===== src/rtl/datapath_sequencer_pkg.sv =====
// Shared definitions for the datapath micro-sequencer.
//   - opcode constants (OP_LDI .. OP_CLRM)
//   - bus select codes for s1/s2 (SEL_X, SEL_R1, SEL_R2, SEL_MEM)
//   - destination register codes (DST_R1, DST_R2, DST_AR, DST_BAD)
//   - FSM state enum
//   - helpers that classify a latched command (illegal / two-step)
package datapath_sequencer_pkg;

    localparam logic [2:0] OP_LDI   = 3'b000;
    localparam logic [2:0] OP_ADD   = 3'b001;
    localparam logic [2:0] OP_SUB   = 3'b010;
    localparam logic [2:0] OP_LD    = 3'b011;
    localparam logic [2:0] OP_ST    = 3'b100;
    localparam logic [2:0] OP_ADDI  = 3'b101;
    localparam logic [2:0] OP_LDINC = 3'b110;
    localparam logic [2:0] OP_CLRM  = 3'b111;

    localparam logic [1:0] SEL_X   = 2'd0;
    localparam logic [1:0] SEL_R1  = 2'd1;
    localparam logic [1:0] SEL_R2  = 2'd2;
    localparam logic [1:0] SEL_MEM = 2'd3;

    localparam logic [1:0] DST_R1  = 2'd0;
    localparam logic [1:0] DST_R2  = 2'd1;
    localparam logic [1:0] DST_AR  = 2'd2;
    localparam logic [1:0] DST_BAD = 2'd3;

    typedef enum logic [1:0] {
        ST_IDLE  = 2'd0,
        ST_STEP1 = 2'd1,
        ST_STEP2 = 2'd2,
        ST_FIN   = 2'd3
    } state_t;

    // AR is not a bus source, so ops that read dst as an operand cannot
    // target it; dst code 3 is never valid.
    function automatic logic cmd_illegal(input logic [2:0] op, input logic [1:0] dst);
        logic reads_dst;
        reads_dst = (op == OP_LDI) || (op == OP_ADDI) || (op == OP_LDINC) || (op == OP_ST);
        return (dst == DST_BAD) || ((dst == DST_AR) && reads_dst);
    endfunction

    function automatic logic cmd_two_step(input logic [2:0] op);
        return (op == OP_LDI) || (op == OP_LDINC);
    endfunction

endpackage


===== src/rtl/datapath_sequencer_seq_decode.sv =====
// Combinational control-word decoder.
// Maps {state, latched op, dst, imm, illegal flag} to the datapath controls.
//   state   : current sequencer state (controls only active in STEP1/STEP2)
//   op/dst/imm : latched command fields
//   illegal : latched command is illegal -> all controls stay inactive
//   x       : operand onto bus source 0
//   l1/l2/l3: load enables R1/R2/AR
//   s1/s2   : bus selects, f : 0=add 1=sub, w/r : memory strobes
module datapath_sequencer_seq_decode
    import datapath_sequencer_pkg::*;
#(
    parameter int WIDTH = 4
) (
    input  state_t             state,
    input  logic [2:0]         op,
    input  logic [1:0]         dst,
    input  logic [WIDTH-1:0]   imm,
    input  logic               illegal,
    output logic [WIDTH-1:0]   x,
    output logic               l1,
    output logic               l2,
    output logic               l3,
    output logic [1:0]         s1,
    output logic [1:0]         s2,
    output logic               f,
    output logic               w,
    output logic               r
);

    logic       ld_en;
    logic       step2;
    logic [1:0] dst_sel;
    logic [2:0] dst_onehot;

    // Bus select that reads dst; only meaningful for R1/R2 (legal cases).
    assign dst_sel    = (dst == DST_R2) ? SEL_R2 : SEL_R1;
    assign dst_onehot = 3'b001 << dst;
    assign step2      = (state == ST_STEP2);

    always_comb begin
        x     = '0;
        ld_en = 1'b0;
        s1    = SEL_X;
        s2    = SEL_X;
        f     = 1'b0;
        w     = 1'b0;
        r     = 1'b0;
        if (((state == ST_STEP1) || (state == ST_STEP2)) && !illegal) begin
            case (op)
                OP_LDI: begin
                    // Clear via dst-dst, then add the immediate onto zero.
                    ld_en = 1'b1;
                    s1    = dst_sel;
                    if (!step2) begin
                        s2 = dst_sel;
                        f  = 1'b1;
                    end else begin
                        x  = imm;
                    end
                end
                OP_ADD: begin
                    ld_en = 1'b1;
                    s1    = SEL_R1;
                    s2    = SEL_R2;
                end
                OP_SUB: begin
                    ld_en = 1'b1;
                    s1    = SEL_R1;
                    s2    = SEL_R2;
                    f     = 1'b1;
                end
                OP_LD: begin
                    ld_en = 1'b1;
                    r     = 1'b1;
                    s1    = SEL_MEM;
                end
                OP_ST: begin
                    // Pass dst through the ALU (dst + 0) into memory.
                    w     = 1'b1;
                    s1    = dst_sel;
                end
                OP_ADDI: begin
                    ld_en = 1'b1;
                    s1    = dst_sel;
                    x     = imm;
                end
                OP_LDINC: begin
                    ld_en = 1'b1;
                    if (!step2) begin
                        r  = 1'b1;
                        s1 = SEL_MEM;
                    end else begin
                        s1 = dst_sel;
                        x  = WIDTH'(1);
                    end
                end
                default: begin
                    // OP_CLRM: 0 + 0 written to mem[AR].
                    w = 1'b1;
                end
            endcase
        end
    end

    assign l1 = ld_en & dst_onehot[0];
    assign l2 = ld_en & dst_onehot[1];
    assign l3 = ld_en & dst_onehot[2];

endmodule


===== src/rtl/datapath_sequencer.sv =====
// Micro-sequencer for the 4-bit register/memory datapath.
// Accepts one command per valid/ready handshake, latches it, and steps
// through 1-2 datapath cycles, then pulses done for one cycle.
//   clk, rst            : clock, synchronous active-high reset
//   cmd_valid/cmd_ready : command handshake (ready only in IDLE)
//   cmd_op/dst/imm      : command fields, latched on accept
//   x,l1,l2,l3,s1,s2,f,w,r : datapath controls (decoded from registered state)
//   done/err            : retire pulse, err=1 for an illegal command
//   retired             : count of commands retired without error (wraps)
module datapath_sequencer
    import datapath_sequencer_pkg::*;
#(
    parameter int WIDTH = 4,
    parameter int CNT_W = 8
) (
    input  logic               clk,
    input  logic               rst,
    input  logic               cmd_valid,
    output logic               cmd_ready,
    input  logic [2:0]         cmd_op,
    input  logic [1:0]         cmd_dst,
    input  logic [WIDTH-1:0]   cmd_imm,
    output logic [WIDTH-1:0]   x,
    output logic               l1,
    output logic               l2,
    output logic               l3,
    output logic [1:0]         s1,
    output logic [1:0]         s2,
    output logic               f,
    output logic               w,
    output logic               r,
    output logic               done,
    output logic               err,
    output logic [CNT_W-1:0]   retired
);

    state_t             state_q, state_d;
    logic [2:0]         op_q, op_d;
    logic [1:0]         dst_q, dst_d;
    logic [WIDTH-1:0]   imm_q, imm_d;
    logic [CNT_W-1:0]   retired_q, retired_d;
    logic               illegal;

    assign cmd_ready = (state_q == ST_IDLE);
    assign illegal   = cmd_illegal(op_q, dst_q);

    always_comb begin
        state_d   = state_q;
        op_d      = op_q;
        dst_d     = dst_q;
        imm_d     = imm_q;
        retired_d = retired_q;
        case (state_q)
            ST_IDLE: begin
                if (cmd_valid) begin
                    state_d = ST_STEP1;
                    op_d    = cmd_op;
                    dst_d   = cmd_dst;
                    imm_d   = cmd_imm;
                end
            end
            ST_STEP1: begin
                // Illegal commands never take a second step.
                state_d = (!illegal && cmd_two_step(op_q)) ? ST_STEP2 : ST_FIN;
            end
            ST_STEP2: begin
                state_d = ST_FIN;
            end
            default: begin
                state_d = ST_IDLE;
                if (!illegal) begin
                    retired_d = retired_q + CNT_W'(1);
                end
            end
        endcase
    end

    always_ff @(posedge clk) begin
        if (rst) begin
            state_q   <= ST_IDLE;
            op_q      <= '0;
            dst_q     <= '0;
            imm_q     <= '0;
            retired_q <= '0;
        end else begin
            state_q   <= state_d;
            op_q      <= op_d;
            dst_q     <= dst_d;
            imm_q     <= imm_d;
            retired_q <= retired_d;
        end
    end

    datapath_sequencer_seq_decode #(
        .WIDTH (WIDTH)
    ) u_decode (
        .state   (state_q),
        .op      (op_q),
        .dst     (dst_q),
        .imm     (imm_q),
        .illegal (illegal),
        .x       (x),
        .l1      (l1),
        .l2      (l2),
        .l3      (l3),
        .s1      (s1),
        .s2      (s2),
        .f       (f),
        .w       (w),
        .r       (r)
    );

    assign done    = (state_q == ST_FIN);
    assign err     = (state_q == ST_FIN) && illegal;
    assign retired = retired_q;

endmodule


===== config.mk =====
export PLATFORM = sky130hd
export DESIGN_NAME = datapath_sequencer
export DESIGN_NICKNAME = d
export VERILOG_FILES = /design/src/rtl/datapath_sequencer_pkg.sv /design/src/rtl/datapath_sequencer_seq_decode.sv /design/src/rtl/datapath_sequencer.sv
export SDC_FILE = /design/constraint.sdc
export NUM_CORES = 1
export LEC_CHECK = 0
export BUFFER_PORTS_ARGS = -buffer_cell sky130_fd_sc_hd__buf_2
export CORE_MARGIN = 10
export CORE_UTILIZATION = 49
export DETAILED_ROUTE_END_ITERATION = 16
export GPL_TIMING_DRIVEN = 0
export PLACE_DENSITY_LB_ADDON = 0.2
export SYNTH_ARGS = -nofsm -noshare
export SYNTH_HDL_FRONTEND = slang
export SYNTH_SLANG_ARGS = --single-unit

===== constraint.sdc =====
create_clock -name clk -period 2.2 [get_ports clk]
set_input_delay 0.33 -clock clk [delete_from_list [all_inputs] [get_ports clk]]
set_output_delay 0.33 -clock clk [all_outputs]
set_load 0.1 [all_outputs]

After elaboration in Yosys (flattened, before gate mapping)
Index checks and enable logic that the tools add are counted.
W data, S select, Z words.
Storage, ports and cells
  memories kept: 0
  register bits: 19
  bits in latches: 0
  output and inout bits: 25
  ROM bits: 0
  input bits: 12
  memory bits (writable): 0
Cells by class
  bitwise logic cells: 5
  multiplexer cells: 23
  reduce and logical (&&, ||, !) cells: 19
  add/subtract/negate cells: 1
  multiply operators: 0
  magnitude comparators: 0
  shift-type cells: 1
  div/mod/pow operators: 0
  equal/unequal tests: 13
Operators by type and width (number)
  $mux W2: 6
  $pmux W4 S3: 1
  $eq A3 B3 Y1 const B: 3
  $mux W1: 9
  $add A8 B1 Y8 const B: 1
  $eq A2 B2 Y1 const B: 4
  $mux W4: 2
  $pmux W2 S4: 1
  $eq A3 B2 Y1 const B: 2
  $logic_or A1 B1 Y1: 6
  $pmux W2 S3: 1
  $reduce_or A3 Y1: 2
  $reduce_or A6 Y1: 1
  $eq A2 B1 Y1 const B: 2
  $logic_and A1 B1 Y1: 4
  $pmux W1 S2: 2
  $pmux W2 S2: 1
  $reduce_and A2 Y1: 2
  $and A1 B1 Y1: 3
  $eq A3 B1 Y1 const B: 1
  $logic_not A3 Y1: 1
  $shl A1 B2 Y3 const A: 1
  $logic_not A2 Y1: 1
  $ne A2 B2 Y1 const B: 1
  3 further kinds: 4

Logic depth before layout (Yosys ltp)
Gate-level depths: netlist (run 1).
  depth in word-level cells: 10
  mapped depth: 7
  gate-level depth less buffers: 6

Cells and area by module
Synthesis (run 1) repeated with hierarchy kept, for this count alone.
Second synthesis, totals
  cells, all modules: 151
  area total of the unflattened synthesis: 1204.9 um2
Modules (own cells, without submodules)
  datapath_sequencer: seq. area each 380.4 um2, area an instance 923.4 um2, times used 1, cells an instance 107
  datapath_sequencer_seq_decode: seq. area each 0.0 um2, area an instance 281.5 um2, times used 1, cells an instance 44

Least setup slack after synthesis (run 1)
OpenSTA, ideal clock, no wires.
  kind: reg2out
  start point: register state_q[0]
  end point: output port f
  setup slack: -3665 ps
  path buffers: 0
  stages on the path, launching flop included: 5
  arrival time: 5535 ps
  required time: 1870 ps
  cells stage by stage: dfxtp_1 > inv_1 > ha_1 > o21ai_1 > a2111oi_0
On the way
  cells in the longest elaborated chain, start to end: 4
  elaborated cells on any way between the ends: 7
  those cells by class: 2 x eq/ne; 3 x mux; 2 x reduce/logical
Ends and longest elaborated chain
  start: declaration: line datapath_sequencer.sv:37  | state_t state_q, state_d;
  start signal: assignment: line datapath_sequencer.sv:86  | state_q <= state_d;
  $eq A2 B2 Y1 / $eq A2 B1 Y1 (equally long branches): line datapath_sequencer_seq_decode.sv:38, datapath_sequencer_seq_decode.sv:48
  $mux W1 / $logic_or A1 B1 Y1 (equally long branches): line datapath_sequencer_seq_decode.sv:54, datapath_sequencer_seq_decode.sv:48
  $pmux W1 S2 / $logic_and A1 B1 Y1 (equally long branches): line datapath_sequencer_seq_decode.sv:49, datapath_sequencer_seq_decode.sv:48
  $mux W1 *: line datapath_sequencer_seq_decode.sv:48  | if (((state == ST_STEP1) || (state == ST_STEP2)) && !illegal) begin
  end: declaration: line datapath_sequencer.sv:29  | output logic f,
Every way passes the cells marked *; elsewhere a longest branch is shown, timed or not.

Worst setup path in the final report (run 1)
  start point: register op_q[2]
  end point: output port x[3]
On the way
  cells in the longest elaborated chain, start to end: 9
  elaborated cells on any way between the ends: 13
  those cells by class: 3 x eq/ne; 2 x mux; 8 x reduce/logical
Ends and longest elaborated chain
  start: declaration: line datapath_sequencer.sv:38  | logic [2:0] op_q, op_d;
  start signal: assignment: line datapath_sequencer.sv:87  | op_q <= op_d;
  $eq A3 B3 Y1 / $logic_not A3 Y1 (equally long branches): line datapath_sequencer_pkg.sv:39, datapath_sequencer_seq_decode.sv:49
  $logic_or A1 B1 Y1 (3 in a row): line datapath_sequencer_pkg.sv:39  | reads_dst = (op == OP_LDI) || (op == OP_ADDI) || (op == OP_LDINC) || (op == OP_ST);
  $logic_and A1 B1 Y1: line datapath_sequencer_pkg.sv:40  | return (dst == DST_BAD) || ((dst == DST_AR) && reads_dst);
  $logic_or A1 B1 Y1: line datapath_sequencer_pkg.sv:40
  $logic_not A1 Y1: line datapath_sequencer_seq_decode.sv:48
  $logic_and A1 B1 Y1: line datapath_sequencer_seq_decode.sv:48
  $mux W4 *: line datapath_sequencer_seq_decode.sv:48
  end: declaration: line datapath_sequencer.sv:23  | output logic [WIDTH-1:0] x,
Marks and branches as above.

==> metrics.yaml, run 1 <==
status: "completed"
synth_area_um2: 1130
skew_ns: 0.0114
timing.rr.start: "state_q[0]"
path_class: "flip-flop to output port"
path_max_fanout: 5
final_util: 0.859
final_nets: 218
drt_iter0_drc: 114
slowest_stage: "dfxtp_4"
numCtsBuffers: 3
post-route-drc-count: 0
die_h_um: 68.1
antenna_cells: 0
syn_nets: 168
hold_viol_final: 0
drt_pass1_iterations: 4
n_fill_cell: 113
yosys.area_share.simple: 0.301
yosysMostFrequentCell: "nand2_1"
holdCritPathClass: "input pin to flip-flop"
detail-route-antenna-nets: 0
cts.htree.levels: 1
finalWorstPathRequiredPeriod_ns: 2.20
ys.flop_type: "dfxtp_1"
maxSlewViolCount: 0
port_buffers: 36
yosys.area.top_type: "dfxtp_1"
ys_ff_latch: 19
area_growth_pct: 67.7
max_stage_delay_ns: 0.37
worst_pin_slew_ns: 0.493
cp.required_ns: 1.87
synth_edf_count: 0
slew_headroom: 0.674
antenna_found_initial: 0
tritoncts: "yes"
synthTopCellsByCount: "25 x nand2_1, 19 x a21oi_1, 19 x dfxtp_1"
fin_hold_ws_ns: 0.236
start_kind: "flip-flop"
overflow: 0
synthAdderAreaFrac: 0.0662
worstPathArrival_ns: 1.87
hold_buffers: 0
avgSynthCellArea_um2: 7.56
io-pin-count: 37
setup_viol: 0
yosysSeqAreaShare: 0.336
post_drt_wl_per_cell_um: 17.6
muxShareOfSynthArea: 0.0276
ir_drop_mv: 0.702
path_clk_slew_ns: 0.12
grt_pass1_wl_mm: 6.28
min_period_over_period: 0.998
start_util: 0.512
grt_start_max_net_pins: 13
coreArea_um2: 2210
synth_cells: 150
fmax_ghz: 0.456
finalNonFillerCells: 227
routed_wl_mm: 3.99
pwr_density_cell_nw_per_um2: 822
first_global_vias: 1364
gp_routability_congestion: 0.836
setup_slack_ns: 0.00492
rsz0062_at_grt: "true"
maxCapViolCount: 0
p_total_mw: 1.56
holdPathStages: 3
synth.distinct_cells: 38
crit_path_end_kind: "output port"
synth-xor-area-share: 0.0155
worst-r2r-cell-count: 7
die_w_um: 68.1
synth_top_family_by_area: "simple AND/OR/NAND/NOR gates"
synth_top_area_frac: 0.336
r2r_end: "retired[4]"
viasPerCell: 5.84
fin_area_um2: 1900
rrSetupSlack_ns: 0.38
clockBufferDepth: 2
holdCritStartpoint: "cmd_op[1]"
place_area_um2: 1590
pre_cts_ws_ns: -0.00439
ys_async_sr_fraction: 0
crit_path_cell_trace: "o21bai_4 > a21oi_4 > o21ai_4 > buf_8 > nor4b_4 > buf_6"
synth_area_leaders: "dfxtp_1 34%, a21oi_1 8.4%, nand2_1 8.3%"
clk_latency_ns: 0.31
dieArea_um2: 4640
hold-path-endpoint: "op_q[1]"
synth_warnings: 0
cts-root-buf: "clkbuf_4"
vias: 1325
cts.sinks: 19
placementRows: 17
drive_gt1_frac: 0.472
numPlacedInstances: 214
cellLeakagePower_nw: 0.725
fin_tns_setup_ns: 0
synth-compound-area-share: 0.200
grt_usage: 0.172
dp_hpwl_mm: 2.45
==> layer usage <==
layer  part of all wire  routed length, µm  GRT usage
met5                  0                  0          0
met3              0.045                178     0.0424
met4              0.032                129     0.0628
met2               0.54               2160      0.330
met1               0.38               1520      0.175
==> worst max-delay path, delay by kind of cell (launching register included) <==
family          cells  cell delay [ns]
compound gates      3             0.48
buf+inv             2             0.42
flops               1             0.37
simple gates        1             0.27
==> layout by cell type (no fill, tap or decap), types with 2 or more instances in the layout <==
master / Yosys / layout
ha_1: 6 / 3
o21ai_0: 2 / 2
nor2b_2: 0 / 2
a21oi_4: 0 / 2
clkbuf_1: 8 / 3
buf_12: 0 / 3
buf_6: 0 / 9
inv_1: 7 / 4
o21ai_1: 3 / 2
dfxtp_2: 0 / 2
nor3_1: 4 / 2
or3_1: 2 / 2
nor4b_4: 0 / 4
dfxtp_1: 19 / 12
and2_1: 2 / 2
nor2_1: 10 / 7
nand3_1: 4 / 4
buf_8: 0 / 3
nand2_1: 25 / 25
buf_4: 0 / 9
nor3_4: 0 / 2
nor2_2: 0 / 2
buf_2: 1 / 24
or4_1: 3 / 3
o31ai_1: 3 / 3
a21oi_1: 19 / 16
nand2b_1: 2 / 2
ha_4: 0 / 2
dfxtp_4: 0 / 5
nor3b_4: 0 / 2
clkbuf_4: 0 / 6
mux2i_1: 2 / 2
clkinvlp_4: 0 / 2
nor4_4: 0 / 2
==> cell families after synthesis <==
logic type,Yosys count
and+or+nand+nor,67
DFF,19
xor gates and xnor gates,2
muxes,3
buffers and inverters,16
adders and majority gates,6
AOI/OAI and AO/OA,37
==> layout make-up <==
cell class                 count  area, µm²  share of cell area
inverter                       7       35.0              0.0184
tap                           28       35.0              0.0184
clock inverter                 1       7.51             0.00395
sequential                    19        402               0.211
buffer                         8       55.1              0.0290
timing repair buffer          46        373               0.196
clock buffer                   3       22.5              0.0118
multi-input combinational    115        971               0.511
==> flip-flops by register name, summed over array words and instances (netlist names) <==
register and cells:
dst_q 2, state_q 2, imm_q 4, retired 8
op_q 3
==> where the power goes <==
group	leakage [nW]	internal, mW	switching (mW)
Clock	0.0139	0.0695	0.117
Sequential	0.159	0.374	0.0410
Combinational	0.552	0.328	0.634
Total	0.725	0.771	0.791
==> how the worst max path moves through the flow <==
stage	slack (ns)	start	cells after the start	end
floorplan	-0.28	op_q[2]	5	x[1]
global placement	0.03	state_q[0]	8	x[0]
detailed placement	-0.004	state_q[0]	8	x[0]
CTS	-0.02	state_q[0]	8	x[0]
global route	-0.08	op_q[2]	6	f
finish	0.005	op_q[2]	6	x[3]
==> repair_timing <==
| action | 4_1_cts | 5_1_grt |
|---|---|---|
| gates resized for setup | 42 | 23 |
| setup endpoints to repair | 14 | 13 |
| pin swaps | 3 | 8 |
| setup buffers | 6 | 4 |
| cloned | 1 | 0 |
(Power assumes the default switching activity.)
==> run 2: changes to the inputs <==
PLACE_DENSITY_LB_ADDON = 0.05   (was 0.2)
clock period = 2.46 ns   (was 2.2 ns; I/O delays follow)
==> run 2 against run 1 <==
Compared with the run above:
- utilization down 9.9 points
- clock skew is 0.0062 ns lower
- final area down 12%
- sequential cell count did not move
- first-iteration DRC count shrank 32%
- register-to-register slack improved by 0.28 ns
- sequential share of layout area is 1.6 points higher
- critical path depth grew 2
- die area did not move
- count of clock-buffer cells in the layout stayed put
- critical path type unchanged
- largest power group unchanged
- highest routed layer unchanged
==> metrics.yaml, run 2 (synthesis results as in run 1) <==
status: "completed"
cts.htree.levels: 1
highest_layer: "met4"
crit_path_end_kind: "output port"
viasPerCell: 5.32
maxSlewViolCount: 0
path_clk_slew_ns: 0.11
slew_headroom: 0.675
p_total_mw: 1.22
ir_drop_mv: 0.684
gp_routability_congestion: 0.778
drive_gt1_frac: 0.389
cellLeakagePower_nw: 0.660
clk_latency_ns: 0.30
die_h_um: 68.1
fmax_ghz: 0.415
max_stage_delay_ns: 0.37
area_growth_pct: 48.3
drt_pass1_iterations: 4
skew_ns: 0.00514
overflow: 0
cts.sinks: 19
grt_start_max_net_pins: 12
start_util: 0.512
holdCritPathClass: "input pin to flip-flop"
first_global_vias: 1152
cts-root-buf: "clkbuf_4"
min_period_over_period: 0.979
routed_wl_mm: 3.02
path_max_fanout: 10
io-pin-count: 37
drt_iter0_drc: 77
final_cell_mix: "25 x nand2_1, 25 x buf_2, 17 x dfxtp_1, 16 x a21oi_1, 8 x clkbuf_4"
die_w_um: 68.1
rsz0062_at_grt: "true"
clockBufferDepth: 2
path_class: "flip-flop to output port"
worstPathArrival_ns: 2.04
largest_reg_flops: 8
setup_viol: 0
finalWorstPathRequiredPeriod_ns: 2.41
coreArea_um2: 2210
placementRows: 17
port_buffers: 36
worst_pin_slew_ns: 0.491
grt_pass1_wl_mm: 5.20
antenna_found_initial: 0
hold_viol_final: 0
tritoncts: "yes"
cp.required_ns: 2.09
wl_met2_mm: 1.48
pwr_density_cell_nw_per_um2: 724
grt_usage: 0.138
antenna_cells: 0
dieArea_um2: 4640
start_kind: "flip-flop"
drt-met1-wl_mm: 1.33
post-route-drc-count: 0
maxCapViolCount: 0
pre_cts_ws_ns: 0.159
vias: 1160
final_nets: 209
wl_met3_um: 194
post_drt_wl_per_cell_um: 13.9
crit_path_cell_trace: "inv_2 > ha_1 > clkbuf_4 > nor3b_2 > a21oi_4 > nand3b_1 > a21oi_2 > buf_8"
crit_buf_inv: 3
setup_slack_ns: 0.0520
slowest_stage: "dfxtp_1"
n_fill_cell: 175
detail-route-antenna-nets: 0
dp_hpwl_mm: 2.37
numCtsBuffers: 3
crit_family: "buffers and inverters"
==> run 2: cell count changes in the layout (fill, tap and decap cells not counted), sizes merged <==
cell      previous run  this run
buf                 48        34
clkinv               0         1
clkbuf               9        14
clkinvlp             2         0
inv                  6         7
==> run 2: per-layer routing <==
| metal | GRT usage | vias to the layer above |
|---|---|---|
| li1 | - | 607 |
| met1 | 0.166 | 518 |
| met2 | 0.242 | 31 |
| met3 | 0.0408 | 4 |
| met4 | 0.0226 | 0 |
| met5 | 0 | - |
==> run 2: repair_timing <==
action	in CTS	in global routing
hold buffers	0	0
endpoints found under the setup margin	9	11
setup buffers	0	0
hold endpoints to repair	0	0
gates resized for setup	12	12
==> run 2: worst register-to-register path, stage by stage (launching register included) <==
cell	delay, ns
dfxtp_1	0.42
ha_1	0.19
a21bo_1	0.20
a31o_1	0.22
buf_2	0.20
or3_1	0.36
a21oi_1	0.15
==> run 2: final cells by class <==
cell class	instances	area, µm²	share of cell area
buffer	9	55.1	0.0327
tap	28	35.0	0.0208
timing repair buffer	36	229	0.136
inverter	7	26.3	0.0156
sequential	19	383	0.228
multi-input combinational	115	926	0.551
clock buffer	3	22.5	0.0134
clock inverter	1	5.00	0.00298
==> run 2: final timing paths <==
kind | start | slack, ns | cells after the start | endpoint
max | state_q[0] | 0.05 | 8 | x[0]
min reg2reg | imm_q[0] | 0.47 | 2 | imm_q[0]
max reg2reg | state_q[0] | 0.66 | 6 | retired[4]
min | cmd_imm[1] | 0.29 | 3 | imm_q[1]
==> run 2: report_power, final <==
part	switching (mW)	total [mW]	leakage (nW)	internal (mW)
sequential	0.0327	0.364	0.156	0.331
clock	0.0982	0.159	0.0177	0.0607
combinational	0.502	0.695	0.487	0.193
==> run 2: per-stage QoR <==
| stage | std cells | hold WS [ns] | TNS [ns] | utilization | cell area (µm²) |
|---|---|---|---|---|---|
| 4_1_cts | 218 | 0.284 | 0 | 0.746 | 1650 |
| 5_1_grt | 218 | 0.287 | -0.0360 | 0.760 | 1680 |
| 3_3_place_gp | 214 | 0.448 | 0 | 0.718 | 1590 |
| 3_5_place_dp | 214 | 0.452 | 0 | 0.718 | 1590 |
| 2_1_floorplan | 150 | 0.437 | -0.180 | - | 1370 |
| 6_report | 218 | 0.289 | 0 | 0.760 | 1680 |
